==> src/rtl/vga_display_ctrl.sv <==
// VGA display controller for the 640x480@60 Hz game pages.
// Generates raster timing, presents x_pos/y_pos to the page renderers,
// and re-aligns sync/blanking with the renderer's pipelined pixel so that
// hs/vs/r/g/b leave this block registered and mutually aligned.
module vga_display_ctrl #(
    parameter int unsigned H_ACTIVE    = 640,
    parameter int unsigned H_FP        = 16,
    parameter int unsigned H_SYNC      = 96,
    parameter int unsigned H_BP        = 48,
    parameter int unsigned V_ACTIVE    = 480,
    parameter int unsigned V_FP        = 10,
    parameter int unsigned V_SYNC      = 2,
    parameter int unsigned V_BP        = 33,
    parameter int unsigned PIXEL_LAT   = 1,
    parameter logic        SYNC_ACTIVE = 1'b0
) (
    input  logic        vga_clk,
    input  logic        vga_rst,
    input  logic [11:0] pixel_data,
    output logic [9:0]  x_pos,
    output logic [9:0]  y_pos,
    output logic        video_on,
    output logic        frame_start,
    output logic        hs,
    output logic        vs,
    output logic [3:0]  r,
    output logic [3:0]  g,
    output logic [3:0]  b
);

    localparam int unsigned H_TOT = H_ACTIVE + H_FP + H_SYNC + H_BP;
    localparam int unsigned V_TOT = V_ACTIVE + V_FP + V_SYNC + V_BP;

    // 10-bit copies of the timing points so every compare is width-matched
    localparam logic [9:0] H_LAST_C   = 10'(H_TOT - 1);
    localparam logic [9:0] V_LAST_C   = 10'(V_TOT - 1);
    localparam logic [9:0] H_ACT_C    = 10'(H_ACTIVE);
    localparam logic [9:0] V_ACT_C    = 10'(V_ACTIVE);
    localparam logic [9:0] HS_FIRST_C = 10'(H_ACTIVE + H_FP);
    localparam logic [9:0] HS_LAST_C  = 10'(H_ACTIVE + H_FP + H_SYNC - 1);
    localparam logic [9:0] VS_FIRST_C = 10'(V_ACTIVE + V_FP);
    localparam logic [9:0] VS_LAST_C  = 10'(V_ACTIVE + V_FP + V_SYNC - 1);

    // Raster counters
    logic [9:0] h_cnt_r;
    logic [9:0] v_cnt_r;
    logic [9:0] h_nxt_s;
    logic [9:0] v_nxt_s;

    // Counter decode feeding stage 1
    logic       h_vis_s;
    logic       v_vis_s;
    logic       hs_act_s;
    logic       vs_act_s;

    // Stage 1 registers (renderer-facing)
    logic [9:0] x_pos_r;
    logic [9:0] y_pos_r;
    logic       video_on_r;
    logic       frame_start_r;
    logic       hs_s1_r;
    logic       vs_s1_r;

    // Delay line matching the renderer latency; bit 0 is the first stage
    logic [PIXEL_LAT-1:0] von_dly_r;
    logic [PIXEL_LAT-1:0] hs_dly_r;
    logic [PIXEL_LAT-1:0] vs_dly_r;

    // Connector-facing output registers
    logic       hs_r;
    logic       vs_r;
    logic [3:0] r_r;
    logic [3:0] g_r;
    logic [3:0] b_r;

    // Next-state of the counters: line wrap bumps the line count, frame wrap clears both together
    always_comb begin
        h_nxt_s = h_cnt_r;
        v_nxt_s = v_cnt_r;
        if (h_cnt_r == H_LAST_C) begin
            h_nxt_s = 10'd0;
            if (v_cnt_r == V_LAST_C) begin
                v_nxt_s = 10'd0;
            end else begin
                v_nxt_s = v_cnt_r + 10'd1;
            end
        end else begin
            h_nxt_s = h_cnt_r + 10'd1;
            v_nxt_s = v_cnt_r;
        end
    end

    // Counter register
    always_ff @(posedge vga_clk or posedge vga_rst) begin
        if (vga_rst) begin
            h_cnt_r <= 10'd0;
            v_cnt_r <= 10'd0;
        end else begin
            h_cnt_r <= h_nxt_s;
            v_cnt_r <= v_nxt_s;
        end
    end

    // Region decode of the current counter values
    always_comb begin
        h_vis_s  = (h_cnt_r < H_ACT_C);
        v_vis_s  = (v_cnt_r < V_ACT_C);
        hs_act_s = (h_cnt_r >= HS_FIRST_C) && (h_cnt_r <= HS_LAST_C);
        vs_act_s = (v_cnt_r >= VS_FIRST_C) && (v_cnt_r <= VS_LAST_C);
    end

    // Stage 1: registered position, visibility, frame marker and raw sync flags
    always_ff @(posedge vga_clk or posedge vga_rst) begin
        if (vga_rst) begin
            x_pos_r       <= 10'd0;
            y_pos_r       <= 10'd0;
            video_on_r    <= 1'b0;
            frame_start_r <= 1'b0;
            hs_s1_r       <= 1'b0;
            vs_s1_r       <= 1'b0;
        end else begin
            x_pos_r       <= h_vis_s ? h_cnt_r : 10'd0;
            y_pos_r       <= v_vis_s ? v_cnt_r : 10'd0;
            video_on_r    <= h_vis_s && v_vis_s;
            frame_start_r <= (h_cnt_r == 10'd0) && (v_cnt_r == 10'd0);
            hs_s1_r       <= hs_act_s;
            vs_s1_r       <= vs_act_s;
        end
    end

    // Delay line: blanking and sync flags follow the renderer pipeline in lockstep
    always_ff @(posedge vga_clk or posedge vga_rst) begin
        if (vga_rst) begin
            von_dly_r <= '0;
            hs_dly_r  <= '0;
            vs_dly_r  <= '0;
        end else begin
            von_dly_r[0] <= video_on_r;
            hs_dly_r[0]  <= hs_s1_r;
            vs_dly_r[0]  <= vs_s1_r;
            for (int i = 1; i < int'(PIXEL_LAT); i++) begin
                von_dly_r[i] <= von_dly_r[i-1];
                hs_dly_r[i]  <= hs_dly_r[i-1];
                vs_dly_r[i]  <= vs_dly_r[i-1];
            end
        end
    end

    // Output register: blank colour outside the visible area, drive sync at its asserted level
    always_ff @(posedge vga_clk or posedge vga_rst) begin
        if (vga_rst) begin
            hs_r <= ~SYNC_ACTIVE;
            vs_r <= ~SYNC_ACTIVE;
            r_r  <= 4'd0;
            g_r  <= 4'd0;
            b_r  <= 4'd0;
        end else begin
            hs_r <= hs_dly_r[PIXEL_LAT-1] ? SYNC_ACTIVE : ~SYNC_ACTIVE;
            vs_r <= vs_dly_r[PIXEL_LAT-1] ? SYNC_ACTIVE : ~SYNC_ACTIVE;
            if (von_dly_r[PIXEL_LAT-1]) begin
                r_r <= pixel_data[3:0];
                g_r <= pixel_data[7:4];
                b_r <= pixel_data[11:8];
            end else begin
                r_r <= 4'd0;
                g_r <= 4'd0;
                b_r <= 4'd0;
            end
        end
    end

    assign x_pos       = x_pos_r;
    assign y_pos       = y_pos_r;
    assign video_on    = video_on_r;
    assign frame_start = frame_start_r;
    assign hs          = hs_r;
    assign vs          = vs_r;
    assign r           = r_r;
    assign g           = g_r;
    assign b           = b_r;

endmodule

==> config.mk <==
export PLATFORM = sky130hd
export DESIGN_NAME = vga_display_ctrl
export DESIGN_NICKNAME = d
export VERILOG_FILES = /design/src/rtl/vga_display_ctrl.sv
export SDC_FILE = /design/constraint.sdc
export NUM_CORES = 1
export LEC_CHECK = 0
export CORE_ASPECT_RATIO = 1.75
export CORE_UTILIZATION = 50
export DETAILED_ROUTE_END_ITERATION = 16
export PLACE_DENSITY = 0.87
export SYNTH_ARGS = -nofsm -noshare
export SYNTH_HDL_FRONTEND = slang
export SYNTH_SLANG_ARGS = --single-unit
export TNS_END_PERCENT = 50
==> constraint.sdc <==
create_clock -name vga_clk -period 3.1 [get_ports vga_clk]
set_input_delay 0.93 -clock vga_clk [delete_from_list [all_inputs] [get_ports vga_clk]]
set_output_delay 0.93 -clock vga_clk [all_outputs]
set_load 0.01 [all_outputs]
==> metrics.txt <==
status=finished clean; DIE HEIGHT=92.9 µm; worst slew pin tran=0.676 ns; HP Class=flip-flop to flip-flop; fin. max-slew vios=0; VDD IR max=369 µV; core area=4480 µm²; register area share after synthesis=64.8%; Required @ worst endpoint=2.17 ns; top cells by area, synth=dfrtp_1, and2_1, dfstp_2, ha_1, nand3_1; setup repair bufs after CTS=0; Yosys top cell area share=62.6%; Overflow after GRT=0; Clock Sinks=61; Final min period=2.30 ns; Switching Share=20.3%; global-route wire length before repair=7200 µm; layout cells sized above 1=11.5%; Slew HR=54.5%; cell family contributing the most delay on the critical path=buffers and inverters; root buffer cell=clkbuf_8; I/O Buffers=49; Post-route DRC=0; clk slew on worst S/H paths=0.06 ns; placed standard-cell area=2880 µm²; post-CTS sizing=0; register area=1530 µm²; FP Rows=32; critical path endpoint category=primary output; YS warnings=0; gate count of the mapped netlist=195; Antenna diodes=0; DP HPWL=2960 µm; Iteration-0 DRC Markers=21; Min Hold Slack=0.349 ns; # hold bufs at CTS=0; RSZ-0062 raised after global routing=false; vias per cell=5.23; CP Buf/Inv Count=1; GRT Resource Usage Total=20.8%; Synth Area in Compound Gates=4.08%; Logic pwr share=3.9%; Sequential Power Share=51.6%; synthesized net count=213; arrival time worst endpoint=1.37 ns; antenna violations before repair=0; Startpoint Class=flip-flop; clock network power share=44.5%; fin area=3080 µm²; maximum fanout along the worst path=1; post-synthesis xor/xnor area fraction=3.71%; placed cells=289; IO Pins=50; Internal=0.00125 W; Synth Register Bits=61; simple-gate share of the synthesized area=21.6%; DRT Pass-1 Iters=4; cell taking the most area after synthesis=dfrtp_1; top-count cell post-synth=dfrtp_1; Max-cap violations=0; mux contribution to synthesized area=0.477%; multi-input logic area=759 µm²; via count=1591; Post-synth EDFFs=0; Crit Path Category=flip-flop to primary output; setup tns final=0 ns; layout net count=267; synthesis-to-layout area growth=30.7%; skew final=0.00253 ns; top cells by count, synth=dfrtp_1, and2_1, nand3_1; Yosys cell types=37; Die X=53.9 µm; CTS tree=done; fillcell total=301; Die Area=5010 µm²; cell area after synthesis=2360 µm²; Bufs on Longest Clock Path=2; CTS Buf Count=9; worst-skew pair later-pin latency=0.32 ns; Slowest cell on crit path=clkdlybuf4s50_1; DR WL/cell=14.2 µm; Post-Synth Adder-Cell Area=2.12%; NetSw=0.000318 W; largest family of logic cells by synthesized area=simple AND/OR/NAND/NOR gates; initial core utilization=52.6%; syn avg cell area=12.1 µm²; asr flop ratio synth=100%; period utilization=74.2%; largest net degree at the start of global routing=27; vias in the first global route=1554; Fin. Hold Viols=0; # setup viols final=0; Pleak=1.38 nW; Fmax=0.434 GHz; Cell Pwr Density=507 nW/µm²; max incr delay on CP=0.53 ns; Non-Filler Instances=304; Most used DFF post-synth=dfrtp_1; htree depth=3; utilization of the core after routing=68.8%; GP Congestion=0.808; crit path cell chain=clkdlybuf4s50_1; final wirelength=4310 µm; remaining antenna violation count after routing=0
## cell usage in the layout, fill, tap and decap left out, drive strengths merged, types with 3 or more instances in the layout
| master | n |
|---|---|
| nand2 | 7 |
| xnor2 | 5 |
| o21ai | 6 |
| nand4 | 6 |
| nor3 | 6 |
| nor4 | 4 |
| xor2 | 5 |
| nand3 | 10 |
| nor2 | 8 |
| and3 | 5 |
| nor2b | 3 |
| a21oi | 6 |
| ha | 4 |
| dfrtp | 59 |
| inv | 7 |
| clkdlybuf4s50 | 49 |
| clkbuf | 11 |
| and2 | 30 |
## stage by stage
stage,worst slack [ns],power (W)
final,0.798,0.00156
after global routing,0.756,0.00162
after CTS,0.776,0.00158
after detailed placement,1.07,0.000884
after global placement,1.10,0.000882
after floorplan,0.660,0.000843
## per-layer routing
layer | vias up | GRT usage [%] | wire length (µm)
li1 | 759 | - | -
met1 | 752 | 22.0 | 1590
met2 | 63 | 33.3 | 2300
met3 | 17 | 6.90 | 257
met4 | 0 | 13.6 | 157
met5 | - | 0 | 0
## cell families after synthesis
kind of cell / count (synthesis)
fa+ha+maj: 4
mux: 1
simple gates: 86
xor+xnor: 10
compound gates: 17
other cells: 1
flops: 61
buf+inv: 15
## area by class of cell
cell class / count / area share, %
clock buffers: 11 / 4.91
clock inverters: 4 / 1.54
inverters: 7 / 0.852
multi-input cells: 119 / 24.6
flip-flops and latches: 61 / 49.6
well taps: 51 / 2.07
repair buffers: 51 / 16.4
## registers in the layout, indices dropped and copies added, names as in the netlist
signal       cells
v_cnt_r         10
hs_dly_r         1
r                4
hs_s1_r          1
von_dly_r        1
hs               1
y_pos           10
frame_start      1
vs_dly_r         1
x_pos           10
vs               1
h_cnt_r         10
video_on         1
g                4
b                4
vs_s1_r          1
## final timing paths
path                       slack, ns        from  cells after the start         end
setup / recovery                0.80          hs                      1          hs
hold / removal                  0.35    vs_dly_r                      1          vs
setup reg to reg                1.25  h_cnt_r[0]                      5  v_cnt_r[4]
hold reg to reg                 0.35    vs_dly_r                      1          vs
max in group asynchronous       1.45     vga_rst                      3  h_cnt_r[6]
min in group asynchronous       0.94     vga_rst                      2        b[3]
## power by group through the flow
stage	clock [W]	combinational (W)	sequential [W]
final	0.000696	0.0000613	0.000807
after detailed placement	0	0.0000619	0.000822
after floorplan	0	0.0000170	0.000826
after global placement	0	0.0000608	0.000821
after global routing	0.000745	0.0000688	0.000808
after CTS	0.000711	0.0000631	0.000807
No activity file was read; power rests on OpenSTA's default activity.
